$ cat config.mk
export PLATFORM = sky130hd
export DESIGN_NAME = csi_tx_clk_lane
export DESIGN_NICKNAME = d
export VERILOG_FILES = /design/src/rtl/csi_tx_clk_lane.sv
export SDC_FILE = /design/constraint.sdc
export NUM_CORES = 1
export LEC_CHECK = 0
export ABC_AREA = 1
export CAP_MARGIN = 20
export CELL_PAD_IN_SITES_DETAIL_PLACEMENT = 0
export CELL_PAD_IN_SITES_GLOBAL_PLACEMENT = 2
export CORE_UTILIZATION = 29
export CTS_CLUSTER_DIAMETER = 200
export DETAILED_ROUTE_END_ITERATION = 8
export PLACE_DENSITY_LB_ADDON = 0.1
export SYNTH_ARGS = -nofsm -noshare
export SYNTH_HDL_FRONTEND = slang
export SYNTH_SLANG_ARGS = --single-unit
$ cat constraint.sdc
create_clock -name byte_clock -period 2.06 [get_ports byte_clock]
set_input_delay 0.206 -clock byte_clock [delete_from_list [all_inputs] [get_ports byte_clock]]
set_output_delay 0.206 -clock byte_clock [all_outputs]
set_load 0.02 [all_outputs]
$ cat src/rtl/csi_tx_clk_lane.sv
// MIPI D-PHY clock-lane transmitter sequencer.
// Walks the lane from LP-11 STOP through the HS-request / bridge / HS-0
// preamble into a continuously toggling HS clock. On shutdown it runs the
// post / trail / exit sequence back to STOP. Every output is a flop that is
// loaded from the decode of the next state. The outputs therefore change on
// the same edge as the state register, and no combinational path reaches a pin.
//
// Handshake: hs_req is a level, not a valid/ready pair. A rising hs_req is
// accepted only while the lane sits in STOP. hs_ready answers with a level
// that is high only while the clock is free-running in HS_ACTIVE. A falling
// hs_req is honoured only in HS_ACTIVE (or at the end of CLK_PRE). Every
// other state runs to completion regardless of hs_req.
module csi_tx_clk_lane #(
  parameter int T_LPX         = 2,
  parameter int T_CLK_PREPARE = 2,
  parameter int T_CLK_ZERO    = 8,
  parameter int T_CLK_PRE     = 2,
  parameter int T_CLK_POST    = 8,
  parameter int T_CLK_TRAIL   = 2,
  parameter int T_HS_EXIT     = 3
) (
  input  logic       byte_clock,
  input  logic       reset,
  input  logic       hs_req,
  output logic       lp_p,
  output logic       lp_n,
  output logic       hs_en,
  output logic [7:0] hs_byte,
  output logic       hs_ready,
  output logic       stop_state,
  output logic [3:0] state_dbg
);

  typedef enum logic [3:0] {
    ST_STOP      = 4'd0,
    ST_HS_RQST   = 4'd1,
    ST_BRIDGE    = 4'd2,
    ST_CLK_ZERO  = 4'd3,
    ST_CLK_PRE   = 4'd4,
    ST_HS_ACTIVE = 4'd5,
    ST_CLK_POST  = 4'd6,
    ST_TRAIL     = 4'd7,
    ST_HS_EXIT   = 4'd8
  } state_t;

  // The down-counter is loaded with duration-1 on entry. The state exits on
  // the edge where the counter reads 0, so a state lasts exactly its duration.
  localparam logic [7:0] LPX_LD   = 8'(T_LPX - 1);
  localparam logic [7:0] PREP_LD  = 8'(T_CLK_PREPARE - 1);
  localparam logic [7:0] ZERO_LD  = 8'(T_CLK_ZERO - 1);
  localparam logic [7:0] PRE_LD   = 8'(T_CLK_PRE - 1);
  localparam logic [7:0] POST_LD  = 8'(T_CLK_POST - 1);
  localparam logic [7:0] TRAIL_LD = 8'(T_CLK_TRAIL - 1);
  localparam logic [7:0] EXIT_LD  = 8'(T_HS_EXIT - 1);

  // 0101_0101: the serializer sends the LSB first, so the wire sees 1,0,1,0...
  // The byte is constant, so the toggle phase is continuous across
  // CLK_PRE, HS_ACTIVE and CLK_POST.
  localparam logic [7:0] CLK_PATTERN = 8'h55;

  state_t     state_q, state_d;
  logic [7:0] cnt_q, cnt_d;

  logic       lp_p_q, lp_p_d;
  logic       lp_n_q, lp_n_d;
  logic       hs_en_q, hs_en_d;
  logic [7:0] hs_byte_q, hs_byte_d;
  logic       hs_ready_q, hs_ready_d;
  logic       stop_state_q, stop_state_d;

  // Next-state and dwell-counter logic.
  always_comb begin
    state_d = state_q;
    cnt_d   = cnt_q;
    unique case (state_q)
      ST_STOP: begin
        cnt_d = 8'd0;
        if (hs_req) begin
          state_d = ST_HS_RQST;
          cnt_d   = LPX_LD;
        end
      end
      ST_HS_RQST: begin
        if (cnt_q == 8'd0) begin
          state_d = ST_BRIDGE;
          cnt_d   = PREP_LD;
        end else begin
          cnt_d = cnt_q - 8'd1;
        end
      end
      ST_BRIDGE: begin
        if (cnt_q == 8'd0) begin
          state_d = ST_CLK_ZERO;
          cnt_d   = ZERO_LD;
        end else begin
          cnt_d = cnt_q - 8'd1;
        end
      end
      ST_CLK_ZERO: begin
        if (cnt_q == 8'd0) begin
          state_d = ST_CLK_PRE;
          cnt_d   = PRE_LD;
        end else begin
          cnt_d = cnt_q - 8'd1;
        end
      end
      ST_CLK_PRE: begin
        // A request that dropped during startup skips HS_ACTIVE entirely.
        if (cnt_q == 8'd0) begin
          if (hs_req) begin
            state_d = ST_HS_ACTIVE;
            cnt_d   = 8'd0;
          end else begin
            state_d = ST_CLK_POST;
            cnt_d   = POST_LD;
          end
        end else begin
          cnt_d = cnt_q - 8'd1;
        end
      end
      ST_HS_ACTIVE: begin
        cnt_d = 8'd0;
        if (!hs_req) begin
          state_d = ST_CLK_POST;
          cnt_d   = POST_LD;
        end
      end
      ST_CLK_POST: begin
        if (cnt_q == 8'd0) begin
          state_d = ST_TRAIL;
          cnt_d   = TRAIL_LD;
        end else begin
          cnt_d = cnt_q - 8'd1;
        end
      end
      ST_TRAIL: begin
        if (cnt_q == 8'd0) begin
          state_d = ST_HS_EXIT;
          cnt_d   = EXIT_LD;
        end else begin
          cnt_d = cnt_q - 8'd1;
        end
      end
      ST_HS_EXIT: begin
        if (cnt_q == 8'd0) begin
          state_d = ST_STOP;
          cnt_d   = 8'd0;
        end else begin
          cnt_d = cnt_q - 8'd1;
        end
      end
      default: begin
        state_d = ST_STOP;
        cnt_d   = 8'd0;
      end
    endcase
  end

  // Moore output decode of the state being entered, so the output flops
  // change in lockstep with the state register.
  always_comb begin
    lp_p_d       = 1'b0;
    lp_n_d       = 1'b0;
    hs_en_d      = 1'b0;
    hs_byte_d    = 8'h00;
    hs_ready_d   = 1'b0;
    stop_state_d = 1'b0;
    unique case (state_d)
      ST_STOP: begin
        lp_p_d       = 1'b1;
        lp_n_d       = 1'b1;
        stop_state_d = 1'b1;
      end
      ST_HS_RQST: begin
        lp_n_d = 1'b1;
      end
      ST_BRIDGE: begin
      end
      ST_CLK_ZERO, ST_TRAIL: begin
        hs_en_d = 1'b1;
      end
      ST_CLK_PRE, ST_CLK_POST: begin
        hs_en_d   = 1'b1;
        hs_byte_d = CLK_PATTERN;
      end
      ST_HS_ACTIVE: begin
        hs_en_d    = 1'b1;
        hs_byte_d  = CLK_PATTERN;
        hs_ready_d = 1'b1;
      end
      ST_HS_EXIT: begin
        lp_p_d = 1'b1;
        lp_n_d = 1'b1;
      end
      default: begin
        lp_p_d = 1'b1;
        lp_n_d = 1'b1;
      end
    endcase
  end

  // State, counter and output registers. Reset forces LP-11 STOP
  // immediately, even mid-HS, with no trail.
  always_ff @(posedge byte_clock) begin
    if (reset) begin
      state_q      <= ST_STOP;
      cnt_q        <= 8'd0;
      lp_p_q       <= 1'b1;
      lp_n_q       <= 1'b1;
      hs_en_q      <= 1'b0;
      hs_byte_q    <= 8'h00;
      hs_ready_q   <= 1'b0;
      stop_state_q <= 1'b1;
    end else begin
      state_q      <= state_d;
      cnt_q        <= cnt_d;
      lp_p_q       <= lp_p_d;
      lp_n_q       <= lp_n_d;
      hs_en_q      <= hs_en_d;
      hs_byte_q    <= hs_byte_d;
      hs_ready_q   <= hs_ready_d;
      stop_state_q <= stop_state_d;
    end
  end

  assign lp_p       = lp_p_q;
  assign lp_n       = lp_n_q;
  assign hs_en      = hs_en_q;
  assign hs_byte    = hs_byte_q;
  assign hs_ready   = hs_ready_q;
  assign stop_state = stop_state_q;
  assign state_dbg  = state_q;

endmodule

; Yosys cells after proc, flatten, opt, wreduce, memory -nomap -nowiden
; Cells that the tools add are included.
; W data, S select, Z words.
[op_classes]
addsub = 1
eq_ne = 15
n_mux = 25
n_reduce_logical = 8
[ops]
columns = operator, count
row1 = $pmux W8 S7, 1
row2 = $mux W8, 5
row3 = $mux W4, 9
row4 = $pmux W4 S9, 1
row5 = $eq A4 B3 Y1 const B, 8
row6 = $eq A4 B2 Y1 const B, 4
row7 = $eq A4 B1 Y1 const B, 2
row8 = $logic_not A4 Y1, 2
row9 = $logic_not A8 Y1, 1
row10 = $sub A8 B1 Y8 const B, 1
row11 = $mux W7, 1
row12 = $reduce_or A7 Y1, 1
row13 = $mux W1, 6
row14 = $reduce_or A3 Y1, 2
row15 = $reduce_or A6 Y1, 1
row16 = $reduce_or A5 Y1, 1
row17 = $eq A4 B4 Y1 const B, 1
row18 = $mux W3, 1
row19 = $mux W2, 1
[totals]
register_bits = 25
input_bits = 3
output_inout_bits = 17

; Logic depth before layout (Yosys ltp)
[logic_depth]
depth_word = 6
mapped_depth = 12
ltp_nobuf = 12

; Least setup slack after synthesis
; No wires, ideal clock.
[synth_path]
kind = register to register
from = register cnt_q[0]
to = register lp_p_q, in the netlist lp_p
t_arrival_ps = 1327
t_required_ps = 1948
slack_ps = 621
stages_incl_launch_ff = 12
period_less_slack_ps = 1439
cell_sequence = dfxtp_1 > inv_1 > ha_1 > nand2_2 > nor2_8 > nand3b_1 > nand2_2 > nand2_1 > inv_1 > nand3_1 > nor2_1 > nor2_1
[synth_via]
elab_chain_len = 6
word_cells_on_any_way = 18
cone_classes = eq/ne: 7 / mux: 9 / reduce/logical: 2
[synth_rtl]
columns = item, line
row1 = "start, declared", 62  ; logic [7:0] cnt_q, cnt_d;
row2 = "start signal, assigned", 216  ; cnt_q <= cnt_d;
row3 = $logic_not A8 Y1 (*), --
row4 = "$mux W4, or another cell as far along", 145  ; if (cnt_q == 8'd0) begin
row5 = $pmux W4 S9 (*), 75  ; unique case (state_q)
row6 = "$eq A4 B3 Y1, or another cell as far along", 168  ; unique case (state_d)
row7 = $reduce_or A7 Y1 (no line) (*), --
row8 = $mux W1 (*), 168
row9 = "end signal, assigned", 217  ; lp_p_q <= lp_p_d;
row10 = "end, declared", 64  ; logic lp_p_q, lp_p_d;
; Every way passes the cells marked *; elsewhere a longest branch is shown, timed or not.
; A chain may end at the register's enable or synchronous reset.

; Final worst setup path
; Same ends and word-level chain as after synthesis.

==> impl_metrics.ini <==
[setup_path]
crit_type = reg -> reg
ff2ff_path_depth = 11
end_kind = flip-flop
rrSetupSlack_ns = 0.42
critPathLaunchType = flip-flop
reg2reg_from = cnt_q[0]
critical_path_required_ns = 2.21
worstPathArrival_ns = 1.79
cp-startpoint = cnt_q[0]
r2r_end = lp_p
cp_max_fo = 10
cp-endpoint = lp_p

[grt]
gr-total-overflow = 0
grt_pass1_wl_mm = 4.402
grt_usage_pct = 14.02
antenna_found_initial = 0
grt_pass1_vias = 907
grt_max_degree = 11

[placed_design]
dp_hpwl_mm = 1.993
gp_congestion = 0.7390
portBuffers = 15

[hold_path]
hold_path.class = reg -> reg
worstHoldStart = cnt_q[7]

[clock_network]
max-clock-path-buffers = 2
cts_setup_buffers = 0
post_cts_resized = 0
ctsHoldBuffers = 0
clk_latency_ns = 0.25
cts_tree = yes
clkTransAtPathRegs_ns = 0.07
htree_levels = 1
root_buffer = clkbuf_8
numCtsBuffers = 3
numClockSinks = 18

[synthesis]
syn_inst = 152
syn-cell-area_um2 = 1119
synth-main-ff-cell = dfxtp_1
yosys_register_bits = 18
yosysWarnings = 0
yosysSeqAreaShare_pct = 32.21
ys_types = 30
avgSynthCellArea_um2 = 7.359
synth_async_sr_flop_share_pct = 0
synth_edf_count = 0

[cells_and_area]
area_growth_syn_to_layout_pct = 19.69
final_common_cell = nor2_1
drive_above_1_share_pct = 20.48
layout_common_cells = nor2_1, nand2_1, dfxtp_1, clkdlybuf4s50_1, inv_1
antenna_cells = 0
fin_nets = 172

[sta]
period_minus_slack_ns = 1.640
finalSetupViolations = 0
fin_skew_ns = 0.002710
slew_viol_final = 0
fin_tns_setup_ns = 0
max_clock_freq_mhz = 609.8
hold_viol = 0
finalCritPeriodShare_pct = 79.60
rsz0062_at_grt = false

[route]
drt_iter0_markers = 25
wirelength_mm = 2.498
wl_per_cell_um = 11.67
viasPerCell = 4.388
drc = 0
antenna_left = 0
num_vias = 939
dr.pass1.iters = 4

[flow_run]
drv_cap = 0

[floorplan]
initial_core_util_pct = 30.33
die_w_um = 64.11
die_h_um = 64.11
num_rows = 22
ios = 20
core_area_um2 = 3689
die_area_um2 = 4109

[outcome]
status = completed
==> stage by stage <==
step                setup WS, ns  instance area, um^2  utilization (%)  instances  hold WS (ns)
global placement          0.3880                 1284            34.80        210        0.5236
CTS                       0.3982                 1339            36.30        214        0.5568
floorplan                 0.6211                 1130                -        155        0.4409
global route              0.2082                 1339            36.30        214        0.5829
detailed placement        0.4171                 1284            34.80        210        0.5433
finish                    0.4202                 1339            36.30        214        0.5505
==> cell type report <==
cell class	count	area [um^2]
flip-flops and latches	18	360.3
repair buffers	15	150.1
fillers	416	2350
well taps	48	60.06
clock buffers	4	55.05
inverters	19	71.32
multi-input cells	110	641.9
==> critical path, cell delays in order, from the launching register on <==
cell      delay, ns
dfxtp_1        0.31
inv_1          0.12
ha_1           0.18
nand2_2        0.10
nor2_8         0.21
nand3b_1       0.11
nand2_2        0.15
nand2_1        0.07
inv_1          0.06
nand3_1        0.09
nor2_1         0.11
nor2_1         0.04
==> metal layers <==
| metal | GRT usage (%) | wire, um | part of all wire [%] |
|---|---|---|---|
| met1 | 20.35 | 1336 | 53 |
| met2 | 20.08 | 1053 | 42 |
| met3 | 1.786 | 63 | 2.5 |
| met4 | 6.944 | 44 | 1.8 |
| met5 | 0 | 0 | 0 |
==> flip-flops by register name, indices dropped and copies added (netlist names) <==
name and cells:
cnt_q 8, state_dbg 4, hs_byte 1, hs_en 1, hs_ready 1, lp_n 1, lp_p 1, stop_state 1
==> cells by family (layout without fill, tap and decap cells) <==
family	after synthesis	after routing	share of synthesized area [%]
AOI/OAI and AO/OA	20	20	11.63
xor gates and xnor gates	5	5	3.916
adders and majority gates	2	2	2.237
buffers and inverters	27	38	11.41
DFF	18	18	32.22
other	1	4	0.3352
and+or+nand+nor	79	79	38.25
==> synthesized netlist by cell type (all sizes together) (3+ instances only) <==
master  count  area [um^2]
xnor2       3        26.28
o21ai       5        25.02
nor2       32        168.9
o211ai      4        35.03
nand3       8        45.04
nor3        3        20.02
dfxtp      18        360.4
inv        19        71.32
nand2      34        180.2
buf         7        52.55
a21oi       9        56.31
==> worst min-delay path by stage <==
stage                    end  slack, ns  cells past startpoint
floorplan           cnt_q[1]       0.44                      3
global placement    cnt_q[7]       0.52                      2
detailed placement  cnt_q[7]       0.54                      2
CTS                 cnt_q[7]       0.56                      2
global route        cnt_q[7]       0.58                      2
finish              cnt_q[7]       0.55                      2
Power is not shown: default switching activity piles up to over one toggle a cycle in this logic, so the estimate is an artifact.
